`src/rtl/btn_loader.sv`:
```
// btn_loader: input stage for top_alu. Synchronises and debounces the three load buttons and
// the switch bank, then turns each accepted press into a one-cycle load pulse.
//
// Ports:
//   clk       system clock
//   rst       asynchronous, active-low reset
//   btn_a     raw push-button, load operand A
//   btn_b     raw push-button, load operand B
//   btn_op    raw push-button, load opcode
//   sw_in     raw switch bank
//   en_a      one-cycle load pulse, operand A
//   en_b      one-cycle load pulse, operand B
//   en_op     one-cycle load pulse, opcode
//   sw_out    switch value captured on the edge that raised the current/last en_*
//   last_sel  last issued load: 00 none, 01 A, 10 B, 11 OP
module btn_loader #(
    parameter int unsigned DB_CYCLES = 1_000_000,
    parameter int unsigned SW_W      = 8
) (
    input  logic            clk,
    input  logic            rst,
    input  logic            btn_a,
    input  logic            btn_b,
    input  logic            btn_op,
    input  logic [SW_W-1:0] sw_in,
    output logic            en_a,
    output logic            en_b,
    output logic            en_op,
    output logic [SW_W-1:0] sw_out,
    output logic [1:0]      last_sel
);

    localparam int unsigned CntW = $clog2(DB_CYCLES);
    localparam logic [CntW-1:0] CntMax = CntW'(DB_CYCLES - 1);

    typedef enum logic [1:0] {StLow, StRise, StHigh, StFall} db_state_e;

    // Index 0 = A, 1 = B, 2 = OP; lower index wins arbitration.
    logic [2:0]      btn_s1_q, btn_s2_q;
    logic [SW_W-1:0] sw_s1_q, sw_s2_q;

    db_state_e       state_q [3];
    db_state_e       state_d [3];
    logic [CntW-1:0] cnt_q   [3];
    logic [CntW-1:0] cnt_d   [3];
    logic [2:0]      req;

    logic [2:0]      pend_q, pend_d;
    logic [2:0]      pend_eff;
    logic [2:0]      grant;
    logic [2:0]      en_q, en_d;
    logic [SW_W-1:0] sw_out_q, sw_out_d;
    logic [1:0]      last_sel_q, last_sel_d;

    // Debounce FSMs: a level change is accepted only after DB_CYCLES further stable samples.
    always_comb begin
        for (int i = 0; i < 3; i++) begin
            state_d[i] = state_q[i];
            cnt_d[i]   = cnt_q[i];
            req[i]     = 1'b0;
            case (state_q[i])
                StLow: begin
                    if (btn_s2_q[i]) begin
                        state_d[i] = StRise;
                        cnt_d[i]   = '0;
                    end
                end
                StRise: begin
                    if (!btn_s2_q[i]) begin
                        state_d[i] = StLow;
                    end else if (cnt_q[i] == CntMax) begin
                        state_d[i] = StHigh;
                        req[i]     = 1'b1;
                    end else begin
                        cnt_d[i] = cnt_q[i] + CntW'(1);
                    end
                end
                StHigh: begin
                    if (!btn_s2_q[i]) begin
                        state_d[i] = StFall;
                        cnt_d[i]   = '0;
                    end
                end
                StFall: begin
                    if (btn_s2_q[i]) begin
                        state_d[i] = StHigh;
                    end else if (cnt_q[i] == CntMax) begin
                        state_d[i] = StLow;
                    end else begin
                        cnt_d[i] = cnt_q[i] + CntW'(1);
                    end
                end
                default: state_d[i] = StLow;
            endcase
        end
    end

    // Arbiter: a fresh request can be issued on the same edge it is raised, so an
    // uncontested press costs only one cycle here.
    always_comb begin
        pend_eff   = pend_q | req;
        grant      = 3'b000;
        if (pend_eff[0]) begin
            grant = 3'b001;
        end else if (pend_eff[1]) begin
            grant = 3'b010;
        end else if (pend_eff[2]) begin
            grant = 3'b100;
        end
        pend_d     = pend_eff & ~grant;
        en_d       = grant;
        sw_out_d   = sw_out_q;
        last_sel_d = last_sel_q;
        if (grant != 3'b000) begin
            sw_out_d = sw_s2_q;
        end
        unique case (grant)
            3'b001:  last_sel_d = 2'b01;
            3'b010:  last_sel_d = 2'b10;
            3'b100:  last_sel_d = 2'b11;
            default: last_sel_d = last_sel_q;
        endcase
    end

    always_ff @(posedge clk or negedge rst) begin
        if (!rst) begin
            btn_s1_q   <= '0;
            btn_s2_q   <= '0;
            sw_s1_q    <= '0;
            sw_s2_q    <= '0;
            for (int i = 0; i < 3; i++) begin
                state_q[i] <= StLow;
                cnt_q[i]   <= '0;
            end
            pend_q     <= '0;
            en_q       <= '0;
            sw_out_q   <= '0;
            last_sel_q <= 2'b00;
        end else begin
            btn_s1_q   <= {btn_op, btn_b, btn_a};
            btn_s2_q   <= btn_s1_q;
            sw_s1_q    <= sw_in;
            sw_s2_q    <= sw_s1_q;
            for (int i = 0; i < 3; i++) begin
                state_q[i] <= state_d[i];
                cnt_q[i]   <= cnt_d[i];
            end
            pend_q     <= pend_d;
            en_q       <= en_d;
            sw_out_q   <= sw_out_d;
            last_sel_q <= last_sel_d;
        end
    end

    assign en_a     = en_q[0];
    assign en_b     = en_q[1];
    assign en_op    = en_q[2];
    assign sw_out   = sw_out_q;
    assign last_sel = last_sel_q;

endmodule

```
`config.mk`:
```
export PLATFORM = sky130hd
export DESIGN_NAME = btn_loader
export DESIGN_NICKNAME = d
export VERILOG_FILES = /design/src/rtl/btn_loader.sv
export SDC_FILE = /design/constraint.sdc
export NUM_CORES = 1
export LEC_CHECK = 0
export BUFFER_PORTS_ARGS = -buffer_cell sky130_fd_sc_hd__buf_2
export CORE_ASPECT_RATIO = 1.75
export CORE_MARGIN = 4
export CORE_UTILIZATION = 35
export CTS_BUF_LIST = sky130_fd_sc_hd__clkbuf_8
export DETAILED_ROUTE_END_ITERATION = 7
export PLACE_DENSITY_LB_ADDON = 0.05
export SLEW_MARGIN = 40
export SYNTH_ARGS = -nofsm -noshare
export SYNTH_HDL_FRONTEND = slang
export SYNTH_SLANG_ARGS = --single-unit
export TNS_END_PERCENT = 10
```
`constraint.sdc`:
```
create_clock -name clk -period 2.3 [get_ports clk]
set_clock_uncertainty 0.05 [all_clocks]
set_input_delay 0.115 -clock clk [delete_from_list [all_inputs] [get_ports clk]]
set_output_delay 0.115 -clock clk [all_outputs]
set_load 0.005 [all_outputs]
```
Yosys cells after proc, flatten, opt, wreduce, memory -nomap -nowiden

Index checks and enable logic that the tools add are counted.

Register bits: 104
Bits in latches: 0
Memory bits (writable): 0
Bits in read-only memories: 0
Input bits: 13
Output and inout bits: 13
Logic and storage cells: 116
Memories kept: 0

Add/sub/neg operators: 3
$mul: 0
Divide/modulo/power cells: 0
Order comparisons: 0
Eq/ne operators: 33
Shift-type cells: 0
Multiplexer cells: 52
Bitwise operators: 3
Reduce and logical (&&, ||, !) cells: 11

Operators by type and width:

| cell                  | number |
|---|---|
| $mux 20               | 15 |
| $pmux 20 s4           | 3 |
| $add 20x1->20 const B | 3 |
| $eq 20x20->1 const B  | 3 |
| $mux 2                | 18 |
| $ne 2x2->1 const B    | 12 |
| $pmux 2 s4            | 3 |
| $reduce_and 4->1      | 6 |
| $ne 3x3->1 const B    | 6 |
| $eq 2x2->1 const B    | 6 |
| $mux 1                | 9 |
| $mux 3                | 3 |
| $eq 2x1->1 const B    | 3 |
| $logic_not 2->1       | 3 |
| $pmux 2 s3            | 1 |
| $reduce_bool 3->1     | 2 |
| $and 3x3->3           | 1 |
| $eq 3x1->1 const B    | 1 |
| $eq 3x2->1 const B    | 1 |
| $eq 3x3->1 const B    | 1 |
| $not 3->3             | 1 |
| $or 3x3->3            | 1 |

Longest topological paths before layout

Gate-level depths: netlist of run 1.

Word-level depth: 10
Depth in mapped cells: 7
Depth with buffers taken out: 7

Least setup slack after synthesis of run 1

No wires, ideal clock.

Path kind: register -> register
Start point: reg cnt_q[10] (netlist name)
End point: reg sw_out_q[0], in the netlist sw_out[0]
Library setup time: 0.125 ns
Arrival time: 1.964 ns
Required time: 2.125 ns
Slack: 0.161 ns
Cell stages (with the launch flop): 6
Path buffers: 0
Clock period less this slack: 2.139 ns
Cells stage by stage: dfrtp_1 or4b_4 nor4_4 a31oi_2 nand3_4 mux2_4

Word-level cells in the longest chain between the ends: 9

Ends and longest elaborated chain:

| element                          | RTL line | source |
|---|---|---|
| start: declaration               | 44       | `logic [CntW-1:0] cnt_q [3];` |
| start signal: indexed assignment | 146      | `cnt_q[i] <= cnt_d[i];` |
| $eq 20x20->1                     | 71       | `end else if (cnt_q[i] == CntMax) begin` |
| $mux 1                           | 71       |  |
| $mux 1                           | 69       | `if (!btn_s2_q[i]) begin` |
| $mux 1                           | 61       | `case (state_q[i])` |
| $or 3x3->3                       | 101      | `pend_eff = pend_q \| req;` |
| $mux 3                           | 107      | `end else if (pend_eff[2]) begin` |
| $mux 3                           | 105      | `end else if (pend_eff[1]) begin` |
| $mux 3                           | 103      | `if (pend_eff[0]) begin` |
| $reduce_bool 3->1                | 114      | `if (grant != 3'b000) begin` |
| end signal: assignment           | 150      | `sw_out_q <= sw_out_d;` |
| end: declaration                 | 52       | `logic [SW_W-1:0] sw_out_q, sw_out_d;` |

Every way passes these cells.
A chain may end at the register's enable or synchronous reset.

Final worst setup path of run 1

Start point: reg cnt_q[51] (netlist name)
End point: reg sw_out_q[5], in the netlist sw_out[5]

Word-level cells in the longest chain between the ends: 7

Ends and longest elaborated chain:

| element           | RTL line |
|---|---|
| $eq 20x20->1      | 71 |
| $mux 1            | 71 |
| $mux 1            | 69 |
| $mux 1            | 61 |
| $or 3x3->3        | 101 |
| $mux 3            | 103 |
| $reduce_bool 3->1 | 114 |

Every way passes these cells.

==> metrics.yaml, run 1 <==
dpl.hpwl_microns: 7770
htreeDepth: 3
coreArea_sq_um: 13500
synth_ff_type: "dfrtp_1"
finalCriticalPeriod_ns: 2.15
max_slew_margin_pct: 68.4
syn2layout_area_growth_pct: 18.4
synth_area_sq_um: 4870
gp_congestion: 0.753
routedWlPerCell_microns: 14.9
initial_utilization_pct: 36.0
first_iter_violations: 136
leakage_nw: 2.56
grt.total_usage_pct: 14.3
avgSynthCellArea_sq_um: 10.4
cts_buffers: 9
routed_via_density: 5.12
ys_seq_area_share_pct: 52.9
wl_microns: 10700
setup_violations: 0
crit_family: "simple AND/OR/NAND/NOR gates"
dr.pass1.iters: 4
placed_cells: 688
hold_slack_ns: 0.185
synth_edf_count: 0
endpoint_kind: "register"
post-route-period-util_pct: 93.7
drtAntennaViolNets: 0
synth_fa_ha_area_share_pct: 0.770
synth_compound_area_share_pct: 11.8
synthXorXnorAreaFrac_pct: 3.77
vdd_ir_drop_max_uv: 415
arrival_ns: 2.37
synth_top_family_by_area: "simple AND/OR/NAND/NOR gates"
ys_warn_count: 0
path_class: "register to register"
clockBufferDepth: 2
startpoint_type: "register"
synth_mux_area_share_pct: 4.72
vias: 3664
power_density_nw_per_um2: 578
yosys-top-cells-area: "dfrtp_1 (53%), nand2_1 (3.5%), xnor2_1 (3.4%)"
antenna_found_initial: 0
drc: 0
hold_violations: 0
crit_fanout: 8
synthDistinctLibCells: 59
status: "finished clean"
drv_cap: 0
synth.net_count: 485
worstHoldPathType: "primary input to asynchronous set/reset pin"
grt_pass1_wl_microns: 18500
port_buffers: 25
grt_overflow: 0
fin_tns_setup_ns: 0
clock_latency_ns: 0.37
required_ns: 2.51
post_cts_buffers: 0
max_stage_delay_ns: 0.54
critPathBufInv: 0
ctsRootBufferMaster: "clkbuf_8"
finish.net_count: 553
rsz0062_at_grt: "false"
ys_ff_latch: 103
clk_pin_slew_ns: 0.11
ctsResizeCount: 0
stdcell_count: 716
async_reset_ff_share_pct: 100
antenna_cells: 0
crit_chain: "or4b_1, nor4_2, nand3_1, nand3_4, mux2_4"
syn_inst: 469
die-width_microns: 97.2
critical_path.slowest_cell: "or4b_1"
hold_buffers: 12
drive_above_1_share_pct: 18.8
yosys.area_share.simple_pct: 23.3
synthDominantCellAreaShare_pct: 52.9
io_pins: 26
synth_top_area_cell: "dfrtp_1"
tightest_slew_ns: 0.471
core.rowCount: 56
slew_viol_final: 0
tritoncts: "done"
die_area_sq_um: 16000
max_freq_ghz: 0.464
grt_max_degree: 48
grt_pass1_vias: 3788
clock_sinks: 103
die_y_microns: 164
==> cells in the final DEF, fill, tap and decap left out, drive strengths merged, types with 3 or more instances in the layout <==
master,instances
o311ai,4
dfrtp,103
mux2,13
nand2,47
nor2b,4
and3,5
o211ai,5
a21o,4
or4b,3
clkbuf,9
and4,3
and2,9
a21oi,16
ha,3
o21ai,26
mux2i,5
a221o,4
nor3,20
dlygate4sd3,12
a31oi,5
nor3b,3
buf,62
inv,16
xnor2,19
nand3,30
nor4,9
or3,12
nand4b,3
nand3b,3
o31ai,4
clkinv,5
or4,3
nand4,13
a22o,5
nor2,37
==> synthesized netlist by cell type (all sizes together), types with 5 or more instances <==
| cell | number |
|---|---|
| or3 | 12 |
| o21ai | 26 |
| nor3 | 20 |
| nand4 | 13 |
| inv | 14 |
| a31oi | 5 |
| nand2 | 47 |
| a21oi | 16 |
| nor2 | 37 |
| nor4 | 9 |
| nand3 | 30 |
| mux2 | 13 |
| a22o | 5 |
| xnor2 | 19 |
| mux2i | 5 |
| and3 | 5 |
| clkbuf | 12 |
| dfrtp | 103 |
| o211ai | 5 |
| buf | 5 |
| and2 | 9 |
==> per-stage QoR <==
| step | worst slack [ns] | cell area [sq um] | total power [W] | utilization [%] |
|---|---|---|---|---|
| 2_1_floorplan | 0.161 | 4870 | 0.00207 | - |
| 3_3_place_gp | 0.197 | 5440 | 0.00220 | 40.2 |
| 3_5_place_dp | 0.144 | 5440 | 0.00220 | 40.2 |
| 4_1_cts | 0.136 | 5770 | 0.00341 | 42.7 |
| 5_1_grt | 0.0173 | 5770 | 0.00353 | 42.7 |
| 6_report | 0.146 | 5770 | 0.00333 | 42.7 |
==> path summary, 6_finish.rpt <==
kind,from,to,slack (ns),cells after the start
max,cnt_q[51]$_DFFE_PN0P_,sw_out[5]$_DFFE_PN0P_,0.15,5
min,rst,cnt_q[13]$_DFFE_PN0P_,0.19,2
max reg2reg,cnt_q[51]$_DFFE_PN0P_,sw_out[5]$_DFFE_PN0P_,0.15,5
min reg2reg,btn_s1_q[2]$_DFF_PN0_,btn_s2_q[2]$_DFF_PN0_,0.31,0
max in group asynchronous,rst,cnt_q[32]$_DFFE_PN0P_,1.31,3
min in group clk,btn_s1_q[2]$_DFF_PN0_,btn_s2_q[2]$_DFF_PN0_,0.31,0
==> area by class of cell <==
cell class,count,area [sq um]
tap,174,218
multi-input combinational,335,2170
clock buffer,9,124
timing repair buffer,74,538
inverter,14,52.6
clock inverter,7,91.3
fill,1339,7750
sequential,103,2580
==> power by group <==
part / switching (W) / total (W) / internal [W] / leakage, nW
logic: 0.000144 / 0.000256 / 0.000112 / 1.08
registers: 0.0000509 / 0.00192 / 0.00187 / 1.37
clock network: 0.000721 / 0.00116 / 0.000440 / 0.105
total: 0.000916 / 0.00333 / 0.00242 / 2.56
==> registers in the layout (all words and copies together), names as in the netlist, named ones only <==
register,cells
btn_s1_q,3
last_sel,2
pend_q,2
btn_s2_q,3
state_q,3
sw_out,8
sw_s1_q,8
cnt_q,60
sw_s2_q,8
en_q,3
==> cells by family after synthesis <==
kind of cell    Yosys count
compound gates           85
xor+xnor                 21
fa+ha+maj                 3
buf+inv                  31
flops                   103
mux                      18
simple gates            208
==> metal layers <==
metal  global-route usage, %  vias to the layer above  wire [microns]
met4                    6.93                        0             333
li1                        -                     1840               -
met1                    16.8                     1762            4660
met5                       0                        -               0
met2                    25.0                       42            5480
met3                    2.55                       20             231
Note: power is estimated with default switching activity, not from simulation.
==> inputs of run 2 (changes only) <==
RECOVER_POWER = 25   (was unset)
==> run 2 against run 1 <==
Against the previous run:
- maximum frequency increased by 0.12%
- sequential share of layout area increased by 0.13 points
- first-iteration DRC count increased by 1.5%
- sequential power about the same
- clock power about the same
- hold slack improved by 0.12 ns
- cell area decreased by 0.28%
- non-clock buffer count unchanged
- flip-flop and latch count unchanged
- power about the same
- critical endpoint unchanged
- largest cell class unchanged
==> metrics.yaml, run 2 (synthesis gave the netlist of run 1 again) <==
tritoncts: "done"  # unchanged
finalCriticalPeriod_ns: 2.15  # about the same
first_iter_violations: 138  # was 136
drive_above_1_share_pct: 18.6  # was 18.8%
die-width_microns: 97.2  # unchanged
status: "finished clean"  # unchanged
largest_reg_flops: 60  # unchanged
rsz0062_at_grt: "false"  # unchanged
startpoint_type: "register"  # unchanged
grt.total_usage_pct: 14.3  # unchanged
clockBufferDepth: 2  # unchanged
coreArea_sq_um: 13500  # unchanged
hold-path-cell-count: 0
grt_pass1_vias: 3788  # unchanged
drv_cap: 0  # unchanged
setup_violations: 0  # unchanged
cts_buffers: 9  # unchanged
max_freq_ghz: 0.465  # was 0.464 GHz
r2r-start: "cnt_q[51]$_DFFE_PN0P_"  # unchanged
wl_microns: 10700  # about the same
antenna_cells: 0  # unchanged
vdd_ir_drop_max_uv: 416  # was 415 uV
endpoint_kind: "register"  # unchanged
drc: 0  # unchanged
post_cts_buffers: 0  # unchanged
clock_latency_ns: 0.37  # about the same
crit_fanout: 8  # unchanged
post-route-period-util_pct: 93.5  # was 93.7%
slew_viol_final: 0  # unchanged
hold_violations: 0  # unchanged
max_slew_margin_pct: 43.0  # was 68.4%
die_area_sq_um: 16000  # unchanged
routedWlPerCell_microns: 14.9  # about the same
grt_pass1_wl_microns: 18500  # unchanged
top_register: "cnt_q"  # unchanged
clk_pin_slew_ns: 0.11  # about the same
path_class: "register to register"  # unchanged
htreeDepth: 3  # unchanged
initial_utilization_pct: 36.0  # unchanged
worstHoldPathType: "register to register"  # was primary input to asynchronous set/reset pin
ctsRootBufferMaster: "clkbuf_8"  # unchanged
die_y_microns: 164  # unchanged
fin_tns_setup_ns: 0  # unchanged
antenna_found_initial: 0  # unchanged
dr.pass1.iters: 5  # was 4
reg2regPathDepth: 5  # unchanged
leakage_nw: 2.56  # about the same
hp-start: "btn_s1_q[2]$_DFF_PN0_"
ctsResizeCount: 0  # unchanged
gp_congestion: 0.753  # unchanged
clock_sinks: 103  # unchanged
fin_total_pwr_w: 0.00333  # about the same
final_common_cell: "dfrtp_1"  # unchanged
grt_max_degree: 48  # unchanged
reg2reg_to: "sw_out[5]$_DFFE_PN0P_"  # unchanged
dpl.hpwl_microns: 7770  # unchanged
power_density_nw_per_um2: 579  # was 578 nW/um^2
arrival_ns: 2.36  # was 2.37 ns
io_pins: 26  # unchanged
vias: 3666  # was 3664
min_to: "btn_s2_q[2]$_DFF_PN0_"
core.rowCount: 56  # unchanged
grt_overflow: 0  # unchanged
syn2layout_area_growth_pct: 18.0  # was 18.4%
layout_common_cells: "dfrtp_1 (103), nand2_1 (46), nor2_1 (37), buf_4 (36), nand3_1 (29)"  # was dfrtp_1 (103), nand2_1 (46), nor2_1 (37), buf_4 (37), nand3_1 (29)
rrSetupSlack_ns: 0.15  # about the same
drtAntennaViolNets: 0  # unchanged
routed_via_density: 5.12  # about the same
tightest_slew_ns: 0.855  # was 0.471 ns
port_buffers: 25  # unchanged
required_ns: 2.51  # about the same
finish.net_count: 553  # unchanged
[run 2: cell types whose count changed in the layout (fill, tap and decap cells not counted), sizes merged]
| cell | before | now |
|---|---|---|
| buf | 62 | 58 |
| clkbuf | 9 | 13 |
[run 2: repair_timing]
action	in CTS	in global routing
hold buffers	12	0
endpoints found under the hold margin	42	0
setup endpoints to repair	0	0
[run 2: how the worst max path moves through the flow]
stage	slack [ns]	from	cells past startpoint	endpoint
floorplan	0.16	cnt_q[10]$_DFFE_PN0P_	5	sw_out[0]$_DFFE_PN0P_
global placement	0.20	cnt_q[51]$_DFFE_PN0P_	5	sw_out[1]$_DFFE_PN0P_
detailed placement	0.14	cnt_q[51]$_DFFE_PN0P_	5	sw_out[1]$_DFFE_PN0P_
CTS	0.14	cnt_q[51]$_DFFE_PN0P_	5	sw_out[0]$_DFFE_PN0P_
global route	0.02	cnt_q[15]$_DFFE_PN0P_	7	cnt_q[5]$_DFFE_PN0P_
finish	0.15	cnt_q[51]$_DFFE_PN0P_	5	sw_out[5]$_DFFE_PN0P_
[run 2: area by class of cell]
| class | count | area (sq um) |
|---|---|---|
| clock inverters | 7 | 91.3 |
| fillers | 1342 | 7770 |
| well taps | 174 | 218 |
| flip-flops and latches | 103 | 2580 |
| inverters | 14 | 52.6 |
| clock buffers | 9 | 124 |
| multi-input cells | 335 | 2170 |
| repair buffers | 74 | 522 |
[run 2: critical path, stage by stage, from the launching register on]
cell and delay, ns:
dfrtp_1 0.39, or4b_1 0.54, nor4_2 0.33, nand3_1 0.21
nand3_4 0.21, mux2_4 0.32
[run 2: through the flow]
stage	hold slack [ns]	area, sq um	cells	util, %	setup WS (ns)
finish	0.309	5750	716	42.6	0.148
global route	0.313	5750	716	42.6	0.0173
CTS	0.189	5770	716	42.7	0.136
detailed placement	0.0530	5440	688	40.2	0.144
global placement	0.0576	5440	688	40.2	0.197
floorplan	-0.231	4870	469	-	0.161
[run 2: layer usage]
layer / routed length [microns] / GRT usage [%]
met3: 226 / 2.55
met1: 4640 / 16.8
met5: 0 / 0
met4: 320 / 6.93
met2: 5510 / 25.0
[run 2: power by group]
group          internal [W]  total (W)  switching, W  leakage (nW)
Combinational      0.000109   0.000252      0.000143          1.08
Sequential          0.00187    0.00192     0.0000509          1.37
Clock              0.000440    0.00116      0.000723         0.105
Total               0.00242    0.00333      0.000917          2.56
==> inputs of run 3 (changes only) <==
PLACE_DENSITY_LB_ADDON = 0.3   (was 0.05)
==> run 3 against run 2 <==
Against the previous run:
- global-route usage down 0.82 points
- sequential share of layout area rose by 0.16 points
- highest routed layer unchanged
- core utilization fell by 0.15 points
==> metrics.yaml, run 3 (synthesis gave the netlist of run 1 again) <==
status: "finished clean"  # unchanged
post-route-period-util_pct: 94.6  # was 93.5%
antenna_found_initial: 0  # unchanged
power.internal_w: 0.00241  # was 0.00242 W
drive_above_1_share_pct: 17.6  # was 18.6%
htreeDepth: 3  # unchanged
max_stage_delay_ns: 0.55  # was 0.54 ns
clock_power_share_pct: 35.6  # was 34.9%
arrival_ns: 2.40  # was 2.36 ns
final_common_cell: "dfrtp_1"  # unchanged
antenna_cells: 0  # unchanged
hold_violations: 0  # unchanged
first_iter_violations: 221  # was 138
gp_congestion: 0.816  # was 0.753
rsz0062_at_grt: "false"  # unchanged
die-width_microns: 97.2  # unchanged
clk_pin_slew_ns: 0.11  # about the same
clock_latency_ns: 0.38  # was 0.37 ns
grt_pass1_wl_microns: 17700  # was 18500 microns
tritoncts: "done"  # unchanged
cp-startpoint: "cnt_q[13]$_DFFE_PN0P_"  # was cnt_q[51]$_DFFE_PN0P_
core.rowCount: 56  # unchanged
leakage_nw: 2.53  # was 2.56 nW
dpl.hpwl_microns: 7310  # was 7770 microns
largest_reg_flops: 60  # unchanged
ctsRootBufferMaster: "clkbuf_8"  # unchanged
die_y_microns: 164  # unchanged
p_comb_share_pct: 6.7  # was 7.6%
power_density_nw_per_um2: 584  # was 579 nW/um^2
clock_sinks: 103  # unchanged
finalCriticalPeriod_ns: 2.18  # was 2.15 ns
cts_buffers: 9  # unchanged
drv_cap: 0  # unchanged
hold_slack_ns: 0.310  # was 0.309 ns
wl_microns: 10300  # was 10700 microns
fin_total_pwr_w: 0.00335  # was 0.00333 W
crit_fanout: 8  # unchanged
layout_common_cells: "dfrtp_1 (103), nand2_1 (46), nor2_1 (37), nand3_1 (28), buf_4 (28)"  # was dfrtp_1 (103), nand2_1 (46), nor2_1 (37), buf_4 (36), nand3_1 (29)
pre_cts_slack_ns: 0.126  # was 0.144 ns
required_ns: 2.52  # was 2.51 ns
critPathBufInv: 0  # unchanged
coreArea_sq_um: 13500  # unchanged
crit_family: "simple AND/OR/NAND/NOR gates"  # unchanged
power.share.switching_pct: 28.0  # was 27.5%
grt_max_degree: 59  # was 48
die_area_sq_um: 16000  # unchanged
io_pins: 26  # unchanged
path_class: "register to register"  # unchanged
slew_viol_final: 0  # unchanged
timing.final.ws_setup_ns: 0.123  # was 0.148 ns
initial_utilization_pct: 36.0  # unchanged
tightest_slew_ns: 1.17  # was 0.855 ns
routed_via_density: 5.25  # was 5.12
port_buffers: 25  # unchanged
startpoint_type: "register"  # unchanged
critical_path.slowest_cell: "or4b_1"  # unchanged
grt.total_usage_pct: 13.4  # was 14.3%
crit_chain: "or4b_1, nor3_4, a31oi_4, nand3_4, mux2_4"  # was or4b_1, nor4_2, nand3_1, nand3_4, mux2_4
switching_power_w: 0.000936  # was 0.000917 W
nFillCells: 1265  # was 1342
syn2layout_area_growth_pct: 17.6  # was 18.0%
vias: 3719  # was 3666
placed_cells: 678  # was 688
r2r-start: "cnt_q[13]$_DFFE_PN0P_"  # was cnt_q[51]$_DFFE_PN0P_
max_freq_ghz: 0.459  # was 0.465 GHz
stdcell_count: 708  # was 716
top_register: "cnt_q"  # unchanged
grt_pass1_vias: 3707  # was 3788
clockBufferDepth: 2  # unchanged
drtAntennaViolNets: 0  # unchanged
routedWlPerCell_microns: 14.5  # was 14.9 microns
endpoint_kind: "register"  # unchanged
seqPwrFrac_pct: 57.7  # was 57.5%
drc: 0  # unchanged
dr.pass1.iters: 4  # was 5
worstHoldPathType: "register to register"  # unchanged
setup_violations: 0  # unchanged
vdd_ir_drop_max_uv: 667  # was 416 uV
grt_overflow: 0  # unchanged
hp-start: "sw_s1_q[0]$_DFF_PN0_"  # was btn_s1_q[2]$_DFF_PN0_
finish.net_count: 545  # was 553
fin_tns_setup_ns: 0  # unchanged
max_slew_margin_pct: 21.8  # was 43.0%
==> run 3: changes by cell type in the layout (fill, tap and decap cells not counted), sizes merged <==
cell    previous run  this run
inv               16        17
clkinv             5         4
buf               58        52
clkbuf            13        11
==> run 3: through the flow <==
| step | utilization, % | area, sq um |
|---|---|---|
| 5_1_grt | 42.4 | 5730 |
| 6_report | 42.4 | 5730 |
| 3_5_place_dp | 39.6 | 5360 |
| 3_3_place_gp | 39.6 | 5360 |
| 2_1_floorplan | - | 4870 |
| 4_1_cts | 42.2 | 5700 |
==> run 3: worst paths after layout <==
kind	end	slack (ns)	depth (start not counted)
worst max-delay path	sw_out[0]$_DFFE_PN0P_	0.12	5
worst min-delay path	sw_s2_q[0]$_DFF_PN0_	0.31	0
worst max register to register	sw_out[0]$_DFFE_PN0P_	0.12	5
worst min register to register	sw_s2_q[0]$_DFF_PN0_	0.31	0
max in group asynchronous	cnt_q[29]$_DFFE_PN0P_	0.79	3
min in group asynchronous	sw_s1_q[5]$_DFF_PN0_	0.42	2
==> run 3: what timing repair did <==
action,CTS,global route
setup endpoints to repair,0,8
hold buffers,12,0
hold endpoints to repair,114,0
gates resized for setup,0,3
setup buffers,0,2
==> run 3: power groups by stage <==
stage               Combinational [W]  Sequential, W  Clock, W
floorplan                    0.000130        0.00194         0
global placement             0.000208        0.00196         0
detailed placement           0.000213        0.00197         0
CTS                          0.000231        0.00193   0.00124
global route                 0.000259        0.00194   0.00131
finish                       0.000225        0.00193   0.00119
==> run 3: layout make-up <==
cell class              instances  area (sq um)  share of cell area (%)
clock buffers                   9           124                    2.16
clock inverters                 7          96.3                    1.68
inverters                      14          52.6                   0.916
multi-input cells             335          2190                    38.2
flip-flops and latches        103          2580                    44.9
well taps                     174           218                    3.80
repair buffers                 66           474                    8.27
==> run 3: worst reg2reg max path, cell delays in order, from the launching register on <==
cell and delay (ns):
dfrtp_1 0.45, or4b_1 0.55, nor3_4 0.34, a31oi_4 0.18, nand3_4 0.18, mux2_4 0.32
==> run 3: layer usage <==
metal,wire [microns],global-route usage [%]
met5,0,0
met4,229,5.48
met3,316,2.21
met2,5460,24.0
met1,4290,16.1
